===== config.mk =====
export PLATFORM = sky130hd
export DESIGN_NAME = encout_reg_bank
export DESIGN_NICKNAME = d
export VERILOG_FILES = /design/src/rtl/encout_reg_bank.sv
export SDC_FILE = /design/constraint.sdc
export NUM_CORES = 1
export LEC_CHECK = 0
export BUFFER_PORTS_ARGS = -buffer_cell sky130_fd_sc_hd__buf_4
export CORE_UTILIZATION = 34
export DETAILED_ROUTE_END_ITERATION = 8
export GPL_TIMING_DRIVEN = 0
export SLEW_MARGIN = 10
export SYNTH_ARGS = -nofsm -noshare
export SYNTH_HDL_FRONTEND = slang
export SYNTH_SLANG_ARGS = --single-unit

===== constraint.sdc =====
create_clock -name i_pclk -period 41.7 [get_ports i_pclk]
set_clock_uncertainty 0.15 [all_clocks]
set_input_delay 12.51 -clock i_pclk [delete_from_list [all_inputs] [get_ports i_pclk]]
set_output_delay 12.51 -clock i_pclk [all_outputs]
set_load 0.05 [all_outputs]

===== src/rtl/encout_reg_bank.sv =====
// Per-channel register bank for the encoder-output engines.
// Holds control, shadowed posmax, counts, W1C status flags, IRQ and a registered read port.
module encout_reg_bank #(
    parameter int          NCH     = 4,
    parameter int          CW      = 16,
    parameter logic [31:0] VERSION = 32'h0002_0000
) (
    input  logic              i_pclk,
    input  logic              i_preset,
    input  logic [3:0]        i_chsel,
    input  logic [5:0]        i_we,
    input  logic [5:0]        i_re,
    input  logic [31:0]       i_wdata,
    output logic [31:0]       o_rdata,
    output logic              o_rvalid,
    input  logic [NCH*CW-1:0] i_poscnt_cur,
    input  logic [NCH-1:0]    i_wrap,
    output logic [NCH-1:0]    o_pol,
    output logic [NCH-1:0]    o_ence,
    output logic [NCH*CW-1:0] o_posmax,
    output logic [NCH*CW-1:0] o_pdcnt,
    output logic [NCH*CW-1:0] o_edgecnt,
    output logic [NCH*CW-1:0] o_poscnt_int,
    output logic              o_irq
);

    logic [NCH-1:0] pol_q, pol_d;
    logic [NCH-1:0] irqen_q, irqen_d;
    logic [NCH-1:0] ence_q, ence_d;
    logic [NCH-1:0] wrap_q, wrap_d;
    logic [NCH-1:0] err_q, err_d;
    logic [CW-1:0]  posmax_q [NCH];
    logic [CW-1:0]  posmax_d [NCH];
    logic [CW-1:0]  shadow_q [NCH];
    logic [CW-1:0]  shadow_d [NCH];
    logic [CW-1:0]  pdcnt_q [NCH];
    logic [CW-1:0]  pdcnt_d [NCH];
    logic [CW-1:0]  edgecnt_q [NCH];
    logic [CW-1:0]  edgecnt_d [NCH];
    logic [CW-1:0]  poscnt_q [NCH];
    logic [CW-1:0]  poscnt_d [NCH];
    logic [31:0]    rdata_q, rdata_d;
    logic           rvalid_q, rvalid_d;
    logic           irq_q, irq_d;

    logic [5:0]     we1, re1;
    logic           hit, set_err, clr_wrap, clr_err;
    logic signed [CW-1:0] edg_s;

    // Only the lowest set strobe bit is honoured.
    assign we1 = i_we & (~i_we + 6'd1);
    assign re1 = i_re & (~i_re + 6'd1);

    always_comb begin
        pol_d    = pol_q;
        irqen_d  = irqen_q;
        ence_d   = ence_q;
        wrap_d   = wrap_q;
        err_d    = err_q;
        hit      = 1'b0;
        set_err  = 1'b0;
        clr_wrap = 1'b0;
        clr_err  = 1'b0;
        for (int k = 0; k < NCH; k++) begin
            posmax_d[k]  = posmax_q[k];
            shadow_d[k]  = shadow_q[k];
            pdcnt_d[k]   = pdcnt_q[k];
            edgecnt_d[k] = edgecnt_q[k];
            poscnt_d[k]  = poscnt_q[k];
            hit      = (i_chsel == 4'(k));
            set_err  = 1'b0;
            clr_wrap = 1'b0;
            clr_err  = 1'b0;
            if (hit) begin
                if (we1[0]) begin
                    if (ence_q[k]) set_err = 1'b1;
                    else begin
                        pol_d[k]   = i_wdata[0];
                        irqen_d[k] = i_wdata[1];
                    end
                end
                if (we1[1]) begin
                    ence_d[k] = i_wdata[0];
                    clr_wrap  = i_wdata[8];
                    clr_err   = i_wdata[9];
                end
                if (we1[2]) begin
                    if (i_wdata[CW-1:0] == '0) set_err = 1'b1;
                    else begin
                        shadow_d[k] = i_wdata[CW-1:0];
                        if (!ence_q[k]) posmax_d[k] = i_wdata[CW-1:0];
                    end
                end
                if (we1[3]) begin
                    if (i_wdata == 32'd0) set_err = 1'b1;
                    else begin
                        pdcnt_d[k]   = i_wdata[16+:CW];
                        edgecnt_d[k] = i_wdata[0+:CW];
                    end
                end
                if (we1[4]) begin
                    if (ence_q[k]) set_err = 1'b1;
                    else poscnt_d[k] = i_wdata[CW-1:0];
                end
                if (we1[5]) set_err = 1'b1;
            end
            // Reload decision uses the pre-write enable so a same-cycle disable still loads.
            if (i_wrap[k] && ence_q[k]) posmax_d[k] = shadow_q[k];
            wrap_d[k] = i_wrap[k] | (wrap_q[k] & ~clr_wrap);
            err_d[k]  = set_err   | (err_q[k] & ~clr_err);
        end
    end

    always_comb begin
        rdata_d  = 32'd0;
        rvalid_d = |i_re;
        edg_s    = '0;
        for (int k = 0; k < NCH; k++) begin
            if (i_chsel == 4'(k)) begin
                edg_s = edgecnt_q[k];
                if (re1[0]) rdata_d = {30'd0, irqen_q[k], pol_q[k]};
                if (re1[1]) rdata_d = {22'd0, err_q[k], wrap_q[k], 7'd0, ence_q[k]};
                if (re1[2]) rdata_d = 32'(posmax_q[k]);
                if (re1[3]) rdata_d = {16'(pdcnt_q[k]), 16'(edg_s)};
                if (re1[4]) rdata_d = ence_q[k] ? 32'(i_poscnt_cur[k*CW+:CW]) : 32'(poscnt_q[k]);
                if (re1[5]) rdata_d = VERSION;
            end
        end
    end

    assign irq_d = |(irqen_q & (wrap_q | err_q));

    always_ff @(posedge i_pclk or posedge i_preset) begin
        if (i_preset) begin
            pol_q    <= '0;
            irqen_q  <= '0;
            ence_q   <= '0;
            wrap_q   <= '0;
            err_q    <= '0;
            rdata_q  <= '0;
            rvalid_q <= 1'b0;
            irq_q    <= 1'b0;
            for (int k = 0; k < NCH; k++) begin
                posmax_q[k]  <= '0;
                shadow_q[k]  <= '0;
                pdcnt_q[k]   <= '0;
                edgecnt_q[k] <= '0;
                poscnt_q[k]  <= '0;
            end
        end else begin
            pol_q    <= pol_d;
            irqen_q  <= irqen_d;
            ence_q   <= ence_d;
            wrap_q   <= wrap_d;
            err_q    <= err_d;
            rdata_q  <= rdata_d;
            rvalid_q <= rvalid_d;
            irq_q    <= irq_d;
            for (int k = 0; k < NCH; k++) begin
                posmax_q[k]  <= posmax_d[k];
                shadow_q[k]  <= shadow_d[k];
                pdcnt_q[k]   <= pdcnt_d[k];
                edgecnt_q[k] <= edgecnt_d[k];
                poscnt_q[k]  <= poscnt_d[k];
            end
        end
    end

    for (genvar g = 0; g < NCH; g++) begin : g_pack
        assign o_posmax[g*CW+:CW]     = posmax_q[g];
        assign o_pdcnt[g*CW+:CW]      = pdcnt_q[g];
        assign o_edgecnt[g*CW+:CW]    = edgecnt_q[g];
        assign o_poscnt_int[g*CW+:CW] = poscnt_q[g];
    end

    assign o_pol    = pol_q;
    assign o_ence   = ence_q;
    assign o_rdata  = rdata_q;
    assign o_rvalid = rvalid_q;
    assign o_irq    = irq_q;

endmodule

Word-level counts from Yosys, hierarchy flattened
Cells that the tools add are included.
{"block": "totals", "reg_bits": 374, "inputBits": 118, "out_inout_bits": 298, "elab_cells": 229}
{"block": "classes", "add_sub_neg": 2, "eq_ne": 11, "muxes": 102, "n_bitwise": 36, "reduce_logical": 41}
{"operator": "$mux W32", "n": 27}
{"operator": "$mux W16", "n": 24}
{"operator": "$mux W1", "n": 50}
{"operator": "$reduce_and A3 Y1", "n": 16}
{"operator": "$logic_not A32 Y1", "n": 1}
{"operator": "$logic_not A16 Y1", "n": 1}
{"operator": "$reduce_and A4 Y1", "n": 4}
{"operator": "$reduce_bool A2 Y1", "n": 8}
{"operator": "$not A1 Y1", "n": 14}
{"operator": "$add A6 B1 Y6 const B", "n": 2}
{"operator": "$and A6 B6 Y6", "n": 2}
{"operator": "$ne A2 B1 Y1 const B", "n": 6}
{"operator": "$not A6 Y6", "n": 2}
{"operator": "$and A1 B1 Y1", "n": 8}
{"operator": "$eq A4 B2 Y1 const B", "n": 2}
{"operator": "$or A1 B1 Y1", "n": 8}
{"operator": "$reduce_and A2 Y1", "n": 4}
{"operator": "$reduce_or A6 Y1", "n": 1}
{"operator": "$and A4 B4 Y4", "n": 1}
{"operator": "$eq A4 B1 Y1 const B", "n": 1}
{"operator": "$logic_and A1 B1 Y1", "n": 4}
{"operator": "$logic_not A4 Y1", "n": 1}
{"operator": "$ne A2 B2 Y1 const B", "n": 2}
{"operator": "$or A4 B4 Y4", "n": 1}
{"operator": "2 further kinds", "n": 2}

Longest topological paths before layout
Gate-level depths: netlist of run 1.
{"block": "depth", "ltp_word": 31, "depth_mapped": 9, "depth_no_buf": 5}

Least setup slack after synthesis of run 1
OpenSTA, ideal clock, no wires.
{"block": "synth_timing", "path_kind": "input -> register", "from": "input port i_chsel[3]", "to": "register shadow_q[48] (netlist bit)", "setup_time_ns": 0.128, "arrival_ns": 14.231, "required_time_ns": 41.422, "setup_slack_ns": 27.192, "path_stages": 6, "path_cell_list": "buf_2 > or4_1 > or3_1 > buf_2 > buf_2 > mux2_1"}
{"block": "synth_between", "elab_chain_len": 2}
{"element": "start, declared", "line_no": "10", "source": "input logic [3:0] i_chsel,"}
{"element": "$logic_not A4 Y1", "line_no": "70", "source": "hit = (i_chsel == 4'(k));"}
{"element": "$reduce_and A3 Y1 (no source line)"}
{"element": "end signal, assigned by index", "line_no": "161", "source": "shadow_q[k] <= shadow_d[k];"}
{"element": "end, declared", "line_no": "34", "source": "logic [CW-1:0] shadow_q [NCH];"}
Every way passes these cells.
A chain may end at the register's enable or synchronous reset.

Worst setup path after layout of run 1
{"block": "layout_timing", "from": "input port i_chsel[2]", "to": "register rdata_q[4], in the netlist o_rdata[4]"}
{"block": "layout_between", "elab_chain_len": 23, "elab_cells_between_ends": 26, "classes_between": "eq/ne: 3; mux: 22; reduce/logical: 1"}
{"element": "$logic_not A4 Y1", "line_no": "119", "source": "if (i_chsel == 4'(k)) begin"}
{"element": "$mux W32", "line_no": "119"}
{"element": "$mux W32", "line_no": "121", "source": "if (re1[0]) rdata_d = {30'd0, irqen_q[k], pol_q[k]};"}
{"element": "$mux W32", "line_no": "122", "source": "if (re1[1]) rdata_d = {22'd0, err_q[k], wrap_q[k], 7'd0, ence_q[k]};"}
{"element": "$mux W32", "line_no": "123", "source": "if (re1[2]) rdata_d = 32'(posmax_q[k]);"}
{"element": "$mux W32", "line_no": "124", "source": "if (re1[3]) rdata_d = {16'(pdcnt_q[k]), 16'(edg_s)};"}
{"element": "$mux W32", "line_no": "125", "source": "if (re1[4]) rdata_d = ence_q[k] ? 32'(i_poscnt_cur[k*CW+:CW]) : 32'(poscnt_q[k]);"}
{"element": "$mux W32", "line_no": "126", "source": "if (re1[5]) rdata_d = VERSION;"}
{"element": "[... 8 more ...]"}
{"element": "$mux W32", "line_no": "121"}
{"element": "$mux W32", "line_no": "122"}
{"element": "$mux W32", "line_no": "123"}
{"element": "$mux W32", "line_no": "124"}
{"element": "$mux W32", "line_no": "125"}
{"element": "$mux W32", "line_no": "126"}
{"element": "$mux W32 *", "line_no": "119"}
{"element": "named net rdata_d[4]", "line_no": "42", "source": "logic [31:0] rdata_q, rdata_d;"}
{"element": "end signal, assigned", "line_no": "156", "source": "rdata_q <= rdata_d;"}
{"element": "end, declared", "line_no": "42"}
Mark *: on every way through the listed nets, which the timed path passes. The rest lies on a longest branch.

==> flow_summary.yaml, run 1 <==
outcome:
  outcome: "finished clean"
cells_and_area:
  area_growth_pct: 30.5
  final_area_um2: 23200
  multi_input_area_um2: 7960
  fin_cells: 2661
  fin_nets: 2064
  layout-drive-gt1-share_pct: 34.6
  nFillCells: 4908
  regArea_um2: 9360
power:
  leakagePower_nw: 11.4
  ir_worst_vdd_mv: 0.0376
  p_per_area_nw_per_um2: 52.5
  internal_power_w: 0.000742
  power.share.sequential_pct: 39.6
  switching_share_pct: 39.2
  p_comb_share_pct: 29.1
  switching_power_w: 0.000478
  clkPwrFrac_pct: 31.3
worst_setup_path:
  cp-end-kind: "flip-flop"
  slowest_delay_ps: 970
  cpLargestDelayFamily: "simple AND/OR/NAND/NOR gates"
  cp_max_fo: 10
  cp_common_cell: "clkbuf_1"
  cp-start-kind: "input pin"
  ff2ff_path_depth: 6
  path_buf_inv: 3
  r2r-end: "o_rdata[14]"
  path_class: "input pin to flip-flop"
  cp_cell_sequence: "buf_4 -> clkbuf_1 -> nor4b_2 -> o21ai_1 -> clkbuf_1 -> a21oi_1 -> nor4_1 -> o41ai_1"
  rrSetupSlack_ps: 38120
  cp_data_required_time_ps: 41960
  crit_path_top_delay_cell: "nor4b_2"
  cp.arrival_ps: 15340
  rr_startpoint: "o_ence[1]"
synthesis:
  synth_compound_area_share_pct: 8.03
  synth_fp_nets: 1609
  yosysTopAreaCellShare_pct: 52.6
  synthMuxAreaShare_pct: 26.3
  yosysSeqAreaShare_pct: 52.6
  synth_top_family_by_area: "multiplexers"
  synth_fa_ha_area_share_pct: 0
  ys_ff_latch: 374
  yosys.area.top_type: "dfrtp_1"
  yosys_most_used_dff: "dfrtp_1"
  synth_xor_area_share_pct: 0
  netlist-cell-type-count: 53
  yosys_warnings: 0
  postSynthAreaPerCell_um2: 11.9
  async_flop_share_pct: 100
  synth-edff-count: 0
  syn-cell-area_um2: 17800
  synth_cells: 1491
  synthSimpleGateAreaFrac_pct: 10.3
  synth_area_leaders: "dfrtp_1, mux2_1, mux2_2"
timing:
  finalCritPeriodShare_pct: 36.2
  slew_headroom_pct: 22.6
  setup_tns_ps: 0
  fmax_ghz: 0.0663
  rsz0062_at_grt: "no"
  tightest_slew_ps: 1140
  drv_slew: 0
  fin_crit_ps: 15080
  setup_viol: 0
  finalHoldViolations: 0
global_routing:
  antenna_found_initial: 1
  grt-ovfl-total: 0
  grt.busiest_layer: "met2"
  grt_pass1_vias: 14437
  grt_max_degree: 124
  grt_pass1_wl_um: 106000
  gr-usage-met1_pct: 38.0
  met3_usage_pct: 5.62
  grt_util_met2_pct: 43.6
  grt_usage_pct: 27.6
cts:
  cts_buffer_depth: 3
  htreeDepth: 2
  clk_latency_ps: 590
  cts_tree: "done"
  cts_sinks: 374
  ctsResizeCount: 0
  cts_buffers: 42
  cts_setup_buffers: 0
  ctsHoldBuffers: 0
  clkTransAtPathRegs_ps: 60
  cts_root_buffer: "clkbuf_16"
hold_path:
  min_path_cells: 1
  worstHoldStart: "shadow_q[16]"
  min_to: "shadow_q[16]"
  hold_class: "flip-flop to flip-flop"
floorplanning:
  die_height_um: 231
  die-area_um2: 53300
  pin_count: 416
  rows: 83
  core_area_um2: 51500
  die_w_um: 231
  initial_core_util_pct: 34.6
place:
  routabilityCongestion: 0.973
  place_area_um2: 21800
  port_buffers: 408
  hpwl_um: 58900
  dp_cells: 2582
routing:
  drc: 0
  drt-initial-drc-count: 1279
  wl_per_cell_um: 28.1
  num_vias: 14693
  drt_wl_total_um: 74800
  vias_per_cell: 5.52
  detail-route-antenna-nets: 0
  drt_first_pass_iters: 6
flow_run:
  cap_violations: 0
## layout by cell type, fill, tap and decap left out, types with 4 or more instances in the layout
cell	netlist	layout
mux2_2	155	155
clkbuf_8	0	11
o21ai_1	51	51
nand2_1	132	132
a21o_1	37	37
a31oi_1	4	4
mux4_2	15	15
dfrtp_1	374	374
nand3b_1	39	39
o21ai_0	17	17
mux2_1	160	160
a22oi_1	16	16
nand2b_1	4	4
buf_2	24	24
nor4_1	21	21
nor2_1	50	50
or4_1	6	6
nor2b_1	31	31
buf_1	9	9
nor3_1	13	13
clkbuf_16	0	42
or3_1	5	5
buf_4	0	408
nand3_1	37	37
clkinvlp_4	0	4
mux2i_1	80	80
o221ai_1	4	4
clkbuf_1	86	98
o41ai_1	12	12
a21oi_1	67	67
## sequential cells by signal (all words and copies together), names as in the netlist, 32 cells and up
register / cells
o_edgecnt: 64
o_pdcnt: 64
o_poscnt_int: 64
o_posmax: 64
shadow_q: 64
o_rdata: 32
## synth_stat cells, types with 17 or more instances
cell type and instances:
buf_2 24, clkbuf_1 86, nor4_1 21, mux2_1 160, nor2b_1 31, nand3b_1 39
o21ai_0 17, mux2i_1 80, a21o_1 37, nor2_1 50, nand2_1 132, a21oi_1 67
mux2_2 155, o21ai_1 51, nand3_1 37, dfrtp_1 374
## kinds of logic (layout without fill, tap and decap cells)
logic type | after synthesis | in the layout
mux | 410 | 410
buf+inv | 121 | 610
other cells | 0 | 1
flops | 374 | 374
simple gates | 357 | 357
compound gates | 229 | 229
## area by class of cell
class	count	share of cell area, %
inverter	2	0.0646
clock inverter	13	0.759
multi-input combinational	996	34.3
timing repair buffer	411	13.5
buffer	119	2.05
clock buffer	65	5.37
tap	680	3.66
sequential	374	40.3
antenna	1	0.0108
## stage by stage
stage               setup slack (ps)  utilization (%)  total power, W  hold slack (ps)
floorplan                      18650                -        0.000678              314
global placement               14390             42.2        0.000835              322
detailed placement             26120             42.3        0.000840              330
CTS                            26730             45.1         0.00122              343
global route                   26530             45.1         0.00126              352
finish                         26620             45.1         0.00122              338
## metal layers
metal / up-vias / part of all wire [%]
li1: 6330 / -
met1: 7603 / 43
met2: 642 / 47
met3: 118 / 7.2
met4: 0 / 3.2
met5: - / 0
## worst max-delay path by stage
stage	to	cells past startpoint	slack, ps	startpoint
floorplan	err_q[0]	1	18650	i_preset
global placement	shadow_q[56]	2	14390	i_preset
detailed placement	o_rdata[13]	7	26120	i_re[3]
CTS	o_rdata[13]	7	26730	i_re[3]
global route	o_rdata[13]	10	26530	i_re[0]
finish	o_rdata[4]	8	26620	i_chsel[2]
## power groups by stage
stage / combinational [W] / clock, W / sequential, W
after floorplan: 0.0000960 / 0 / 0.000582
after global placement: 0.000351 / 0 / 0.000484
after detailed placement: 0.000355 / 0 / 0.000485
after CTS: 0.000356 / 0.000388 / 0.000479
after global routing: 0.000370 / 0.000403 / 0.000484
final: 0.000355 / 0.000382 / 0.000483
Note: power is estimated with default switching activity, not from simulation.
==> run 2, diff against run 1 <==
Settings changed: ABC_AREA set to 1.
Clock period 41.7 ns to 14.3 ns, I/O delays scaled along.
==> flow_summary.yaml, run 2 <==
cts:
  cts_buffers: 43
  cts_sinks: 374
  clk_latency_ps: 580
  cts_root_buffer: "clkbuf_16"
  cts_setup_buffers: 0
  clkTransAtPathRegs_ps: 60
  cts_buffer_depth: 3
  ctsResizeCount: 0
  ctsHoldBuffers: 0
  htreeDepth: 2
  cts_tree: "done"
global_routing:
  grt-ovfl-total: 0
  grt_pass1_vias: 18412
  grt_usage_pct: 31.1
  grt_max_degree: 39
  grt_pass1_wl_um: 126000
  antenna_found_initial: 6
synthesis:
  yosys_most_used_dff: "dfrtp_1"
  yosysTopAreaCellShare_pct: 50.4
  synth-edff-count: 0
  yosysSeqAreaShare_pct: 50.4
  synth_area_leaders: "dfrtp_1, nand2_1, o21ai_0"
  ys_ff_latch: 374
  synthMostInstantiatedCell: "nand2_1"
  yosys.area.top_type: "dfrtp_1"
  netlist-cell-type-count: 45
  yosys_warnings: 0
  postSynthAreaPerCell_um2: 7.93
  async_flop_share_pct: 100
  synth_fp_nets: 2460
  synth_common_cells: "nand2_1, dfrtp_1, o21ai_0, inv_1, clkbuf_1"
  synth_cells: 2342
  syn-cell-area_um2: 18600
place:
  port_buffers: 407
  hpwl_um: 67800
  routabilityCongestion: 0.933
routing:
  drc: 0
  drt_wl_total_um: 87300
  wl_per_cell_um: 24.7
  drt_first_pass_iters: 6
  drt-initial-drc-count: 1833
  detail-route-antenna-nets: 0
  vias_per_cell: 5.38
  num_vias: 19023
timing:
  finalCritPeriodShare_pct: 52.3
  drv_slew: 0
  rsz0062_at_grt: "no"
  fin_crit_ps: 7480
  setup_tns_ps: 0
  tightest_slew_ps: 1280
  slew_headroom_pct: 14.3
  fmax_ghz: 0.134
  finalHoldViolations: 0
  setup_viol: 0
worst_setup_path:
  cp.arrival_ps: 7760
  rr_startpoint: "o_ence[0]"
  cp_cell_sequence: "buf_2 -> clkinv_1 -> nand4_1 -> nor2_1 -> nand2_1 -> inv_2 -> nand4_1 -> nand4_1 -> nor2_1 -> clkbuf_1 -> o21ai_0"
  slowest_delay_ps: 740
  cp_data_required_time_ps: 14580
  endpoint: "o_pdcnt[27]"
  rrSetupSlack_ps: 11000
  path_class: "input pin to flip-flop"
  cp_max_fo: 10
  cp_common_cell: "nand4_1"
  r2r-end: "o_rdata[2]"
  cp-end-kind: "flip-flop"
  cp-start-kind: "input pin"
  startpoint: "i_wdata[3]"
  ff2ff_path_depth: 18
  crit_path_top_delay_cell: "clkinv_1"
power:
  ir_worst_vdd_mv: 0.0998
  leakagePower_nw: 12.2
  p_per_area_nw_per_um2: 158
floorplanning:
  die-area_um2: 55600
  pin_count: 416
  rows: 85
  die_w_um: 236
  initial_core_util_pct: 34.4
  core_area_um2: 53900
  die_height_um: 236
cells_and_area:
  post-route-util_pct: 45.0
  layout_commonest_cell: "nand2_1"
  layout-drive-gt1-share_pct: 21.4
  fin_nets: 2923
  area_growth_pct: 30.7
  final_cell_mix: "nand2_1, buf_4, dfrtp_1"
flow_run:
  cap_violations: 0
hold_path:
  hold_class: "flip-flop to flip-flop"
outcome:
  outcome: "finished clean"
[run 2: cell count changes after synthesis, moves of 21 or more]
cell      change
nand3b_1     -30
mux2_2      -132
a21oi_1      -21
mux2i_1      -80
nor2b_1      -31
o211ai_1     +45
inv_1       +216
o21ai_0     +344
a21o_1       -37
a31oi_1      +54
nand2_1     +659
o21a_1       +52
mux2_1      -150
o21ai_1      -47
[run 2: logic make-up after synthesis]
kind of cell,share of synthesized area (%)
buffers and inverters,8.54
DFF,50.4
AOI/OAI and AO/OA,18.4
and+or+nand+nor,20.6
muxes,2.00
[run 2: how the worst min path moves through the flow]
| stage | endpoint | cells after the start | start | slack [ps] |
|---|---|---|---|---|
| floorplan | shadow_q[52] | 1 | shadow_q[52] | 310 |
| detailed placement | shadow_q[57] | 1 | shadow_q[57] | 330 |
| CTS | shadow_q[56] | 1 | shadow_q[56] | 340 |
| global route | shadow_q[52] | 1 | shadow_q[52] | 350 |
| global placement | shadow_q[53] | 1 | shadow_q[53] | 320 |
| finish | shadow_q[57] | 1 | shadow_q[57] | 340 |
[run 2: routing by layer]
| metal | track usage, % | share of wire (%) | up-vias |
|---|---|---|---|
| li1 | - | - | 8552 |
| met1 | 40.6 | 41 | 9286 |
| met2 | 49.2 | 45 | 1005 |
| met3 | 9.12 | 11 | 174 |
| met4 | 10.0 | 3.5 | 6 |
| met5 | 0 | 0.050 | - |
[run 2: through the flow]
step                instance area [um^2]  worst slack, ps  hold WS [ps]  power, W  cells
finish                             24300             6820           340   0.00385   3534
global route                       24300             6730           349   0.00397   3533
CTS                                24300             6910           340   0.00384   3533
detailed placement                 22700             6320           327   0.00262   3456
global placement                   22500             2570           318   0.00260   3445
floorplan                          18600             4840           309   0.00212   2342
[run 2: worst max-delay path: cells and delay by family]
family	cells	cell delay, ps
compound gates	1	180
buf+inv	4	1610
simple gates	6	1630
[run 2: area by class of cell]
class	count	area (um^2)
Multi-Input combinational cell	1574	7620
Sequential cell	374	9360
Tap cell	696	871
Inverter	239	905
Clock buffer	57	1250
Antenna cell	1	2.50
Fill cell	5335	29600
Clock inverter	20	305
Timing Repair Buffer	418	3280
Buffer	155	686
[run 2: where the power goes]
part           switching (W)  leakage [nW]  internal (W)  total, W
sequential          0.000180          4.60       0.00123   0.00141
clock               0.000468         0.769      0.000758   0.00123
combinational       0.000883          6.79      0.000329   0.00121
total                0.00153          12.2       0.00232   0.00385
